===== config.mk =====
export PLATFORM = sky130hd
export DESIGN_NAME = acc_cpu_flat
export DESIGN_NICKNAME = d
export VERILOG_FILES = /design/src/rtl/acc_cpu_if.sv /design/src/rtl/acc_cpu.sv /design/src/flat_wrapper.sv
export SDC_FILE = /design/constraint.sdc
export NUM_CORES = 1
export LEC_CHECK = 0
export ABC_CLOCK_PERIOD_IN_PS = 6110
export CORE_MARGIN = 2
export CORE_UTILIZATION = 59
export DETAILED_ROUTE_END_ITERATION = 16
export PLACE_DENSITY_LB_ADDON = 0.05
export SETUP_SLACK_MARGIN = 0.15
export SYNTH_ARGS = -nofsm -noshare
export SYNTH_HDL_FRONTEND = slang
export SYNTH_SLANG_ARGS = --single-unit

===== constraint.sdc =====
create_clock -name clk -period 6.11 [get_ports clk]
set_input_delay 0.9165 -clock clk [delete_from_list [all_inputs] [get_ports clk]]
set_output_delay 0.9165 -clock clk [all_outputs]
set_load 0.02 [all_outputs]

===== src/rtl/acc_cpu_if.sv =====
// acc_cpu_if: memory bus between acc_cpu (master) and its memory (slave).
// Strobes are active-low; a strobed access completes on a cycle with mem_ready high.
interface acc_cpu_if #(
    parameter int unsigned DW = 8,
    parameter int unsigned AW = 8
);
    logic [DW-1:0] mem_in;
    logic          mem_ready;
    logic          rd_n;
    logic          wr_n;
    logic [AW-1:0] addr;
    logic [DW-1:0] data_out;

    modport master (
        input  mem_in,
        input  mem_ready,
        output rd_n,
        output wr_n,
        output addr,
        output data_out
    );

    modport slave (
        output mem_in,
        output mem_ready,
        input  rd_n,
        input  wr_n,
        input  addr,
        input  data_out
    );
endinterface


===== src/rtl/acc_cpu.sv =====
// acc_cpu: multi-cycle accumulator CPU sharing one memory port for code and data.
// Define ACC_CPU_WAIT_EN to honour mem_ready wait states; otherwise every access takes one cycle.
module acc_cpu #(
    parameter int unsigned   DW       = 8,
    parameter int unsigned   AW       = 8,
    parameter logic [AW-1:0] RESET_PC = '0
) (
    input  logic          clk,
    input  logic          rst,
    acc_cpu_if.master     bus,
    output logic          halted,
    output logic [AW-1:0] pc_out,
    output logic [DW-1:0] acc_out,
    output logic          z_flag,
    output logic          c_flag
);
    localparam logic [3:0] OpLda = 4'h1;
    localparam logic [3:0] OpSta = 4'h2;
    localparam logic [3:0] OpAdd = 4'h3;
    localparam logic [3:0] OpSub = 4'h4;
    localparam logic [3:0] OpAnd = 4'h5;
    localparam logic [3:0] OpOr  = 4'h6;
    localparam logic [3:0] OpXor = 4'h7;
    localparam logic [3:0] OpJmp = 4'h8;
    localparam logic [3:0] OpJz  = 4'h9;
    localparam logic [3:0] OpJc  = 4'hA;
    localparam logic [3:0] OpLdi = 4'hB;
    localparam logic [3:0] OpHlt = 4'hF;

    typedef enum logic [1:0] {StFetch, StOperand, StExec, StHalt} state_e;

    state_e        state_q, state_d;
    logic [AW-1:0] pc_q, pc_d;
    logic [AW-1:0] ar_q, ar_d;
    logic [DW-1:0] acc_q, acc_d;
    logic [3:0]    ir_q, ir_d;
    logic          z_q, z_d;
    logic          c_q, c_d;

    logic          rd_req;
    logic          wr_req;
    logic          done;
    logic [3:0]    opcode;
    logic [AW-1:0] operand_addr;

    assign opcode       = bus.mem_in[DW-1 -: 4];
    assign operand_addr = bus.mem_in[AW-1:0];

    always_comb begin
        rd_req   = 1'b0;
        wr_req   = 1'b0;
        bus.addr = pc_q;
        unique case (state_q)
            StFetch, StOperand: rd_req = 1'b1;
            StExec: begin
                bus.addr = ar_q;
                if (ir_q == OpSta) begin
                    wr_req = 1'b1;
                end else begin
                    rd_req = 1'b1;
                end
            end
            default: ;
        endcase
    end

    // Strobes are forced inactive while reset is asserted, even though the state says FETCH.
    assign bus.rd_n     = ~(rd_req & ~rst);
    assign bus.wr_n     = ~(wr_req & ~rst);
    assign bus.data_out = bus.wr_n ? '0 : acc_q;

`ifdef ACC_CPU_WAIT_EN
    assign done = (rd_req | wr_req) & bus.mem_ready;
`else
    logic unused_mem_ready;
    assign unused_mem_ready = bus.mem_ready;
    assign done = rd_req | wr_req;
`endif

    always_comb begin
        state_d = state_q;
        pc_d    = pc_q;
        ar_d    = ar_q;
        acc_d   = acc_q;
        ir_d    = ir_q;
        z_d     = z_q;
        c_d     = c_q;
        if (done) begin
            unique case (state_q)
                StFetch: begin
                    ir_d = opcode;
                    pc_d = pc_q + AW'(1);
                    if (opcode == OpHlt) begin
                        state_d = StHalt;
                    end else if (opcode >= OpLda && opcode <= OpLdi) begin
                        state_d = StOperand;
                    end else begin
                        state_d = StFetch;
                    end
                end
                StOperand: begin
                    pc_d    = pc_q + AW'(1);
                    ar_d    = operand_addr;
                    state_d = StFetch;
                    case (ir_q)
                        OpLdi: begin
                            acc_d = bus.mem_in;
                            z_d   = (bus.mem_in == '0);
                        end
                        OpJmp: pc_d = operand_addr;
                        OpJz:  if (z_q) pc_d = operand_addr;
                        OpJc:  if (c_q) pc_d = operand_addr;
                        default: state_d = StExec;
                    endcase
                end
                StExec: begin
                    state_d = StFetch;
                    if (ir_q != OpSta) begin
                        case (ir_q)
                            OpLda: acc_d = bus.mem_in;
                            OpAdd: {c_d, acc_d} = {1'b0, acc_q} + {1'b0, bus.mem_in};
                            OpSub: begin
                                acc_d = acc_q - bus.mem_in;
                                c_d   = (bus.mem_in > acc_q);
                            end
                            OpAnd: acc_d = acc_q & bus.mem_in;
                            OpOr:  acc_d = acc_q | bus.mem_in;
                            OpXor: acc_d = acc_q ^ bus.mem_in;
                            default: ;
                        endcase
                        z_d = (acc_d == '0);
                    end
                end
                default: ;
            endcase
        end
    end

    always_ff @(posedge clk or posedge rst) begin
        if (rst) begin
            state_q <= StFetch;
            pc_q    <= RESET_PC;
            ar_q    <= '0;
            acc_q   <= '0;
            ir_q    <= '0;
            z_q     <= 1'b0;
            c_q     <= 1'b0;
        end else begin
            state_q <= state_d;
            pc_q    <= pc_d;
            ar_q    <= ar_d;
            acc_q   <= acc_d;
            ir_q    <= ir_d;
            z_q     <= z_d;
            c_q     <= c_d;
        end
    end

    assign halted  = (state_q == StHalt);
    assign pc_out  = pc_q;
    assign acc_out = acc_q;
    assign z_flag  = z_q;
    assign c_flag  = c_q;
endmodule


===== src/flat_wrapper.sv =====
// flat-port wrapper written by rule: the top's interface ports become plain ports
module acc_cpu_flat 
#(
    parameter int unsigned   DW       = 8,
    parameter int unsigned   AW       = 8,
    parameter logic [AW-1:0] RESET_PC = '0
)
  (clk, rst, halted, pc_out, acc_out, z_flag, c_flag, bus_mem_in, bus_mem_ready, bus_rd_n, bus_wr_n, bus_addr, bus_data_out);
  acc_cpu_if #(.DW(DW), .AW(AW)) bus_i ();
  input  logic clk;
  input  logic rst;
  output logic halted;
  output logic [AW-1:0] pc_out;
  output logic [DW-1:0] acc_out;
  output logic z_flag;
  output logic c_flag;
  input wire logic [$bits(bus_i.mem_in)-1:0] bus_mem_in;
  input wire logic [$bits(bus_i.mem_ready)-1:0] bus_mem_ready;
  output wire logic [$bits(bus_i.rd_n)-1:0] bus_rd_n;
  output wire logic [$bits(bus_i.wr_n)-1:0] bus_wr_n;
  output wire logic [$bits(bus_i.addr)-1:0] bus_addr;
  output wire logic [$bits(bus_i.data_out)-1:0] bus_data_out;
  assign bus_i.mem_in = bus_mem_in;
  assign bus_i.mem_ready = bus_mem_ready;
  assign bus_rd_n = bus_i.rd_n;
  assign bus_wr_n = bus_i.wr_n;
  assign bus_addr = bus_i.addr;
  assign bus_data_out = bus_i.data_out;
  acc_cpu #(.DW(DW), .AW(AW), .RESET_PC(RESET_PC)) u_core (.clk(clk), .rst(rst), .bus(bus_i), .halted(halted), .pc_out(pc_out), .acc_out(acc_out), .z_flag(z_flag), .c_flag(c_flag));
endmodule

**Word-level counts from Yosys, hierarchy flattened**

Index checks and enable logic that the tools add are counted.

- $add $sub $neg: 3
- Multipliers: 0
- Divide/modulo/power cells: 0
- Magnitude comparators: 3
- Eq/ne operators: 18
- Shift-type cells: 0
- Mux-type cells: 25
- Bitwise gates (word level): 9
- Reduce and logical (&&, ||, !) cells: 16

Operators by type and width:

| cell | count |
|---|---|
| 8-bit 2-to-1 mux | 9 |
| 8-bit one-hot mux with 6 select lines | 1 |
| 8-bit one-hot mux with 2 select lines | 2 |
| 8-bit one-hot mux with 3 select lines | 1 |
| 4-bit equality test (second input constant) | 5 |
| 4-bit by 3-bit equality test with 1-bit output (second input constant) | 4 |
| 8-bit zero test | 2 |
| 8-bit by 8-bit adder with 9-bit output | 1 |
| 8-bit by 1-bit adder with 8-bit output (second input constant) | 1 |
| 8-bit bitwise AND | 1 |
| 4-bit by 2-bit equality test with 1-bit output (second input constant) | 2 |
| 8-bit greater-than comparator | 1 |
| 8-bit bitwise OR | 1 |
| 2-bit AND reduction | 4 |
| 4-bit AND reduction | 2 |
| 8-bit subtractor | 1 |
| 8-bit XOR | 1 |
| 1-bit 2-to-1 mux | 6 |
| 1-bit one-hot mux with 2 select lines | 3 |
| 2-bit one-hot mux with 3 select lines | 1 |
| 2-bit nonzero test | 3 |
| 2-bit equality test (second input constant) | 2 |
| 4-bit by 1-bit equality test with 1-bit output (second input constant) | 1 |
| 4-bit by 1-bit >= comparator with 1-bit output (second input constant) | 1 |
| 14 further kinds | 18 |

- Register bits: 32
- Bits in latches: 0
- Memory bits (writable): 0
- Memory bits (read-only): 0
- Input bits: 11
- Output and inout bits: 37
- Word-level logic and storage cells: 81
- Memories kept: 0

**Depth between registers and ports, before layout**

Gate-level depths: netlist (run 1).

- Word-level depth: 8
- Depth in mapped cells: 11
- Depth with buffers taken out: 10

**Least setup slack after synthesis (run 1)**

Ideal clock, no wire load.

- Path kind: input to register
- From: input bus_mem_in[4]
- To: register u_core.acc_q[5], in the netlist u_core.acc_out[5]
- Library setup time: 135 ps
- Arrival time: 2870 ps
- Required time: 5975 ps
- Path slack: 3105 ps
- Stages: 10
- Buffers on the path: 2
- Cells stage by stage: clkbuf_1 inv_1 ha_1 clkbuf_8 and2b_2 a211o_1 a2111oi_4 a22oi_1 a31oi_1 o21ai_0

- Word-level cells in the longest chain between the ends: 7
- Elaborated cells on any way between the ends: 8
- Those cells by class: 2 x add/sub; 6 x mux

RTL lines:

| element | line | RTL |
|---|---|---|
| start: declaration | flat_wrapper.sv:17 | `input wire logic [$bits(bus_i.mem_in)-1:0] bus_mem_in;` |
| 8-bit subtractor / 8-bit by 8-bit adder with 9-bit output (equally long branches) | acc_cpu.sv:123, acc_cpu.sv:121 |  |
| 8-bit one-hot mux with 6 select lines (*) | acc_cpu.sv:119 | `case (ir_q)` |
| 8-bit 2-to-1 mux (*) | acc_cpu.sv:118 | `if (ir_q != OpSta) begin` |
| 8-bit 2-to-1 mux (*) | acc_cpu.sv:89 | `unique case (state_q)` |
| 8-bit 2-to-1 mux (*) | acc_cpu.sv:88 | `if (done) begin` |
| 8-bit 2-to-1 mux (*) | acc_cpu.sv:118 |  |
| 8-bit one-hot mux with 2 select lines (*) | acc_cpu.sv:89 |  |
| end signal: assignment | acc_cpu.sv:144 | `acc_q <= '0;` |
| end signal: assignment | acc_cpu.sv:152 | `acc_q <= acc_d;` |
| end: declaration | acc_cpu.sv:35 | `logic [DW-1:0] acc_q, acc_d;` |

Mark *: on every way between the ends. The rest lies on a longest branch, timed or not. The select of a mux whose other input is x is not followed.
A chain may end at the register's enable or synchronous reset.

**Worst setup path after layout (run 1)**

- From: register u_core.ir_q[1]
- To: output bus_data_out[5]

- Word-level cells in the longest chain between the ends: 5

RTL lines:

| element | line | RTL |
|---|---|---|
| start: declaration | acc_cpu.sv:36 | `logic [3:0] ir_q, ir_d;` |
| start signal: assignment | acc_cpu.sv:153 | `ir_q <= ir_d;` |
| 4-bit by 2-bit equality test with 1-bit output | acc_cpu.sv:57 | `if (ir_q == OpSta) begin` |
| 1-bit 2-to-1 mux | acc_cpu.sv:57 |  |
| 1-bit 2-to-1 mux | acc_cpu.sv:53 | `unique case (state_q)` |
| 1-bit bitwise AND | acc_cpu.sv:69 | `assign bus.wr_n = ~(wr_req & ~rst);` |
| 8-bit 2-to-1 mux | acc_cpu.sv:70 | `assign bus.data_out = bus.wr_n ? '0 : acc_q;` |
| end: declaration | flat_wrapper.sv:22 | `output wire logic [$bits(bus_i.data_out)-1:0] bus_data_out;` |

Every way passes these cells.

==> results.py, run 1 <==
metrics = {
    "clock_network": {
        "htreeDepth": 2,
        "cts_num_sinks": 32,
        "cts_buffer_depth": 2,
        "cts_tree": "done",
        "cts_setup_buffers": 0,
        "ctsResizeCount": 0,
        "clock_latency_ns": 0.29,
        "cts-root-buf": "clkbuf_8",
        "numCtsBuffers": 5,
        "ctsHoldBuffers": 0,
        "clkTransAtPathRegs_ns": 0.08,
    },
    "routing": {
        "ant_nets": 0,
        "viasPerCell": 6.134,
        "remaining_drc_errors": 0,
        "first_iter_violations": 255,
        "routedWlPerCell_um": 17.31,
        "dr.pass1.iters": 5,
        "routed_wl_um": 8550,
        "num_vias": 3030,
    },
    "sta": {
        "worstMarginPinSlew_ns": 0.9119,
        "setup_violations": 0,
        "layout_min_cycle_time_ns": 3.791,
        "max_slew_margin": 0.3889,
        "max_freq_mhz": 263.8,
        "tns_ns": 0,
        "hold_ws_ns": 0.5100,
        "period_share": 0.6204,
        "drv_slew": 0,
        "grt_setup_unrepaired": "no",
        "hold_viol": 0,
        "fin_skew_ns": 0.003743,
    },
    "setup_path": {
        "cpMostUsedCell": "nor2_1",
        "critical_path_depth": 6,
        "critPathLaunchType": "flip-flop",
        "startpoint": "u_core.ir_q[1]",
        "rr_worst_depth": 6,
        "path_buf_inv": 2,
        "path_delay_family": "buffers and inverters",
        "end_kind": "primary output",
        "crit-reg2reg-launch": "u_core.ir_q[2]",
        "worstPathRequired_ns": 5.19,
        "worst_path_max_delay_cell": "dfrtp_1",
        "path_class": "reg -> out",
        "crit_fanout": 19,
        "crit_arrival_ns": 2.87,
        "cp_cell_sequence": "nor2b_1, nand3_1, nor2_1, clkinv_1, nor2_1, clkdlybuf4s50_1",
        "cpPeakStageDelay_ns": 0.78,
    },
    "logic_synthesis": {
        "synth_flop_cell": "dfrtp_1",
        "synth.yosys.seq_area_share": 0.2557,
        "synth_edf_count": 0,
        "async_flop_share": 1.000,
        "synth_area_um2": 3132,
        "synthCells": 390,
        "synth_fp_nets": 433,
        "ys_warn_count": 0,
        "synth_area_per_cell_um2": 8.030,
        "ys_ff_latch": 32,
        "yosysUniqueCellTypes": 64,
    },
    "worst_hold_path": {
        "hp-class": "reg -> reg",
        "min_from": "u_core.ar_q[1]",
        "holdPathStages": 1,
    },
    "layout": {
        "drive_gt1_frac": 0.08962,
        "layout_commonest_cell": "clkdlybuf4s50_1",
        "num_antenna_cells": 0,
        "mostFrequentLayoutCells": "clkdlybuf4s50_1, nor2_1, nand2_1, o21ai_0, a21oi_1",
        "area_growth_pct": 17.26,
        "final.fill_count": 396,
        "nNetsFinal": 466,
    },
    "power_and_ir_drop": {
        "power_uw": 494.1,
        "p_leak_uw": 0.001685,
        "power.density_nw_per_um2": 134.5,
        "vdd_drop_max_mv": 0.08943,
    },
    "global_route": {
        "grt_pass1_vias": 2790,
        "grtUsageTotal": 0.2972,
        "antenna_found_initial": 0,
        "grt_first_pass_wirelength_um": 13980,
        "grt_overflow_total": 0,
        "grt_max_degree": 34,
    },
    "flow_run": {
        "maxCapViolations": 0,
    },
    "floorplanning": {
        "die_area_um2": 5907,
        "chipWidth_um": 76.86,
        "start_util": 0.6132,
        "die_h_um": 76.86,
        "core-area_um2": 5107,
        "rows": 26,
        "ioPinCount": 48,
    },
    "placement": {
        "place_hpwl_um": 6038,
        "io_buffers": 46,
        "gp_congestion": 0.9319,
    },
    "status": {
        "outcome": "finished clean",
    },
}
final cells by class:
class,instances,area [µm²],area share
repair buffers,48,475.5,0.1295
multi-input cells,306,2088,0.5687
clock inverters,2,35.03,0.009540
flip-flops and latches,32,800.8,0.2181
clock buffers,6,72.57,0.01976
well taps,70,87.58,0.02385
inverters,30,112.6,0.03066
path summary, 6_finish.rpt:
path / slack, ns / to
max: 2.32 / bus_data_out[5]
min: 0.51 / u_core.ar_q[1]
max reg2reg: 3.04 / u_core.z_flag
min reg2reg: 0.51 / u_core.ar_q[1]
max in group asynchronous: 4.73 / u_core.ar_q[3]
min in group asynchronous: 1.06 / u_core.c_flag
through the flow:
step,setup WS [ns],cell area [µm²],util,std cells
floorplan,3.105,3132,-,390
finish,2.319,3672,0.7190,494
detailed placement,2.246,3565,0.6979,486
global route,2.200,3672,0.7190,494
global placement,2.308,3565,0.6979,486
CTS,2.292,3672,0.7190,494
sequential cells by signal, summed over array words and instances, names as in the netlist:
register and count:
u_core.c_flag 1, u_core.acc_out 8, u_core.z_flag 1, u_core.state_q 2
u_core.pc_out 8, u_core.ir_q 4, u_core.ar_q 8
cells in the mapped netlist (7+ instances only):
cell type	instances	area, µm²
nor2_1	36	135.1
nand2_1	35	131.4
a21oi_1	33	165.2
o21ai_0	33	165.2
dfrtp_1	32	800.8
ha_1	30	375.4
inv_1	29	108.9
nand3_1	24	120.1
mux2_2	19	214.0
clkbuf_1	9	33.78
buf_2	7	35.03
mux2i_1	7	70.07
cells by family after synthesis:
family                     after synthesis  share of synthesized area
AOI/OAI and AO/OA                      110                     0.2233
xor gates and xnor gates                 6                    0.01678
adders and majority gates               32                     0.1326
buffers and inverters                   52                    0.07750
DFF                                     32                     0.2557
muxes                                   26                    0.09069
and+or+nand+nor                        132                     0.2034
layer usage:
metal	GRT usage	wire length [µm]
met5	0	0
met1	0.4099	3793
met4	0.1127	185
met3	0.05176	642
met2	0.4658	3927
report_power, final:
group	switching (µW)	leakage [µW]	internal, µW
sequential	0	0.000337	212
combinational	43.8	0.00129	28.7
clock	88.9	0.0000552	121
total	133	0.00168	361
No activity file was read; power rests on OpenSTA's default activity.
==> run 2: changes to the inputs <==
--- a/config.mk
+++ b/config.mk
@@ -5,9 +5,9 @@
 export SDC_FILE = /design/constraint.sdc
 export NUM_CORES = 1
 export LEC_CHECK = 0
-export ABC_CLOCK_PERIOD_IN_PS = 6110
+export ABC_CLOCK_PERIOD_IN_PS = 3300
 export CORE_MARGIN = 2
-export CORE_UTILIZATION = 59
+export CORE_UTILIZATION = 50
 export DETAILED_ROUTE_END_ITERATION = 16
 export PLACE_DENSITY_LB_ADDON = 0.05
 export SETUP_SLACK_MARGIN = 0.15
==> constraint.sdc (replaced) <==
create_clock -name clk -period 3.3 [get_ports clk]
set_input_delay 0.495 -clock clk [delete_from_list [all_inputs] [get_ports clk]]
set_output_delay 0.495 -clock clk [all_outputs]
set_load 0.02 [all_outputs]
==> run 2 against run 1 <==
  * Design area increased by 3.2%
  * Sequential cell count unchanged
  * Critical endpoint is now bus_addr[0]
  * Wire length increased by 5.3%
==> results.py, run 2 (synthesis results as in run 1) <==
metrics = {
    "routing": {
        "ant_nets": 0,
        "remaining_drc_errors": 0,
        "first_iter_violations": 273,
        "routed_wl_um": 9004,
        "dr.pass1.iters": 5,
        "routedWlPerCell_um": 17.52,
        "num_vias": 3034,
        "viasPerCell": 5.903,
    },
    "power_and_ir_drop": {
        "netSwitchingPower_uw": 255.1,
        "vdd_drop_max_mv": 0.1884,
        "p_comb_frac": 0.154,
        "clkPwrFrac": 0.425,
        "internal_power_uw": 676.2,
        "p_leak_uw": 0.001757,
        "power.density_nw_per_um2": 245.6,
        "swShare": 0.2739,
        "p_seq_frac": 0.421,
    },
    "layout": {
        "nNetsFinal": 481,
        "num_antenna_cells": 0,
        "layout_commonest_cell": "clkdlybuf4s50_1",
        "mostFrequentLayoutCells": "clkdlybuf4s50_1, nor2_1, nand2_1, o21ai_0, a21oi_1",
        "drive_gt1_frac": 0.1230,
        "area_growth_pct": 21.05,
    },
    "clock_network": {
        "cts_tree": "done",
        "cts_buffer_depth": 2,
        "clkTransAtPathRegs_ns": 0.08,
        "numCtsBuffers": 5,
        "clock_latency_ns": 0.29,
        "cts_setup_buffers": 0,
        "ctsHoldBuffers": 0,
        "cts_num_sinks": 32,
        "htreeDepth": 2,
        "cts-root-buf": "clkbuf_8",
    },
    "placement": {
        "io_buffers": 46,
        "dp_slack_ns": 0.2058,
        "gp_congestion": 0.9700,
        "place_hpwl_um": 6481,
    },
    "worst_hold_path": {
        "hp-class": "reg -> reg",
    },
    "setup_path": {
        "cp-endpoint": "bus_addr[0]",
        "worst_path_max_delay_cell": "clkdlybuf4s50_1",
        "path_class": "reg -> out",
        "worstPathRequired_ns": 2.80,
        "crit-reg2reg-launch": "u_core.acc_out[0]",
        "cp_cell_sequence": "inv_1, ha_1, buf_4, buf_4, mux2_2, clkdlybuf4s50_1",
        "rr_worst_depth": 10,
        "critPathLaunchType": "flip-flop",
        "cpPeakStageDelay_ns": 0.55,
        "reg2reg_to": "u_core.z_flag",
        "cpMostUsedCell": "buf_4",
        "crit_fanout": 16,
        "end_kind": "primary output",
        "startpoint": "u_core.state_q[0]",
        "crit_arrival_ns": 2.37,
        "r2r_slack_ns": 0.60,
    },
    "floorplanning": {
        "die_h_um": 83.14,
        "die_area_um2": 6912,
        "chipWidth_um": 83.14,
        "ioPinCount": 48,
        "rows": 28,
        "start_util": 0.5228,
        "core-area_um2": 5991,
    },
    "global_route": {
        "grtUsageTotal": 0.2651,
        "grt_max_degree": 33,
        "grt_overflow_total": 0,
        "grt_first_pass_wirelength_um": 14960,
        "grt_pass1_vias": 2919,
        "antenna_found_initial": 0,
    },
    "sta": {
        "layout_min_cycle_time_ns": 2.862,
        "max_freq_mhz": 349.4,
        "drv_slew": 0,
        "fin_skew_ns": 0.006717,
        "tns_ns": 0,
        "max_slew_margin": 0.4442,
        "period_share": 0.8674,
        "setup_ws_ns": 0.4376,
        "worstMarginPinSlew_ns": 0.8320,
        "grt_setup_unrepaired": "no",
        "hold_viol": 0,
        "setup_violations": 0,
    },
    "status": {
        "outcome": "finished clean",
    },
    "flow_run": {
        "maxCapViolations": 0,
    },
}
[run 2: cell types whose count changed in the layout (fill, tap and decap cells not counted), sizes merged]
cell,before,now
clkinv,2,1
inv,29,30
buf,2,17
[run 2: how the worst min path moves through the flow]
stage,to,from,depth (start not counted)
after global routing,u_core.ar_q[0],u_core.ar_q[0],1
after CTS,u_core.ar_q[2],u_core.ar_q[2],1
final,u_core.ar_q[3],u_core.ar_q[3],1
after detailed placement,u_core.ar_q[2],u_core.ar_q[2],1
after floorplan,u_core.ar_q[0],u_core.ar_q[0],1
after global placement,u_core.ar_q[2],u_core.ar_q[2],1
[run 2: power by group through the flow]
stage	clock (µW)	sequential [µW]	combinational (µW)
after global routing	411	392	160
after floorplan	0	400	91.6
after CTS	396	392	143
after global placement	0	400	141
final	396	392	144
after detailed placement	0	400	142
[run 2: timing repair]
item | in CTS | in global routing
endpoints found under the setup margin | 0 | 8
resized for setup | 0 | 1
endpoints found under the hold margin | 0 | 0
[run 2: final cells by class]
type | count | area (µm²)
inverters | 30 | 112.6
well taps | 75 | 93.84
repair buffers | 63 | 588.1
fillers | 541 | 2200
clock buffers | 6 | 72.57
flip-flops and latches | 32 | 800.8
multi-input cells | 306 | 2088
clock inverters | 2 | 35.03
[run 2: routing by layer]
layer	wire, µm	vias up	GRT usage
met5	0	-	0
met4	113	0	0.05663
met3	466	10	0.03976
met2	4231	93	0.4304
met1	4193	1441	0.3752
li1	-	1490	-
[run 2: worst max-delay path, delay by kind of cell, from the launching register on]
family	cells	cell delay, ns
mux	1	0.37
fa+ha+maj	1	0.16
buf+inv	4	1.09
flops	1	0.44
[run 2: metrics by stage]
step | instances | util | hold slack (ns) | total power, µW | instance area (µm²)
floorplan | 390 | - | 0.4750 | 491.2 | 3132
global placement | 506 | 0.6149 | 0.4831 | 540.4 | 3684
detailed placement | 506 | 0.6149 | 0.4930 | 541.4 | 3684
CTS | 514 | 0.6328 | 0.5103 | 930.9 | 3791
global route | 514 | 0.6328 | 0.5278 | 962.6 | 3791
finish | 514 | 0.6328 | 0.5073 | 931.2 | 3791
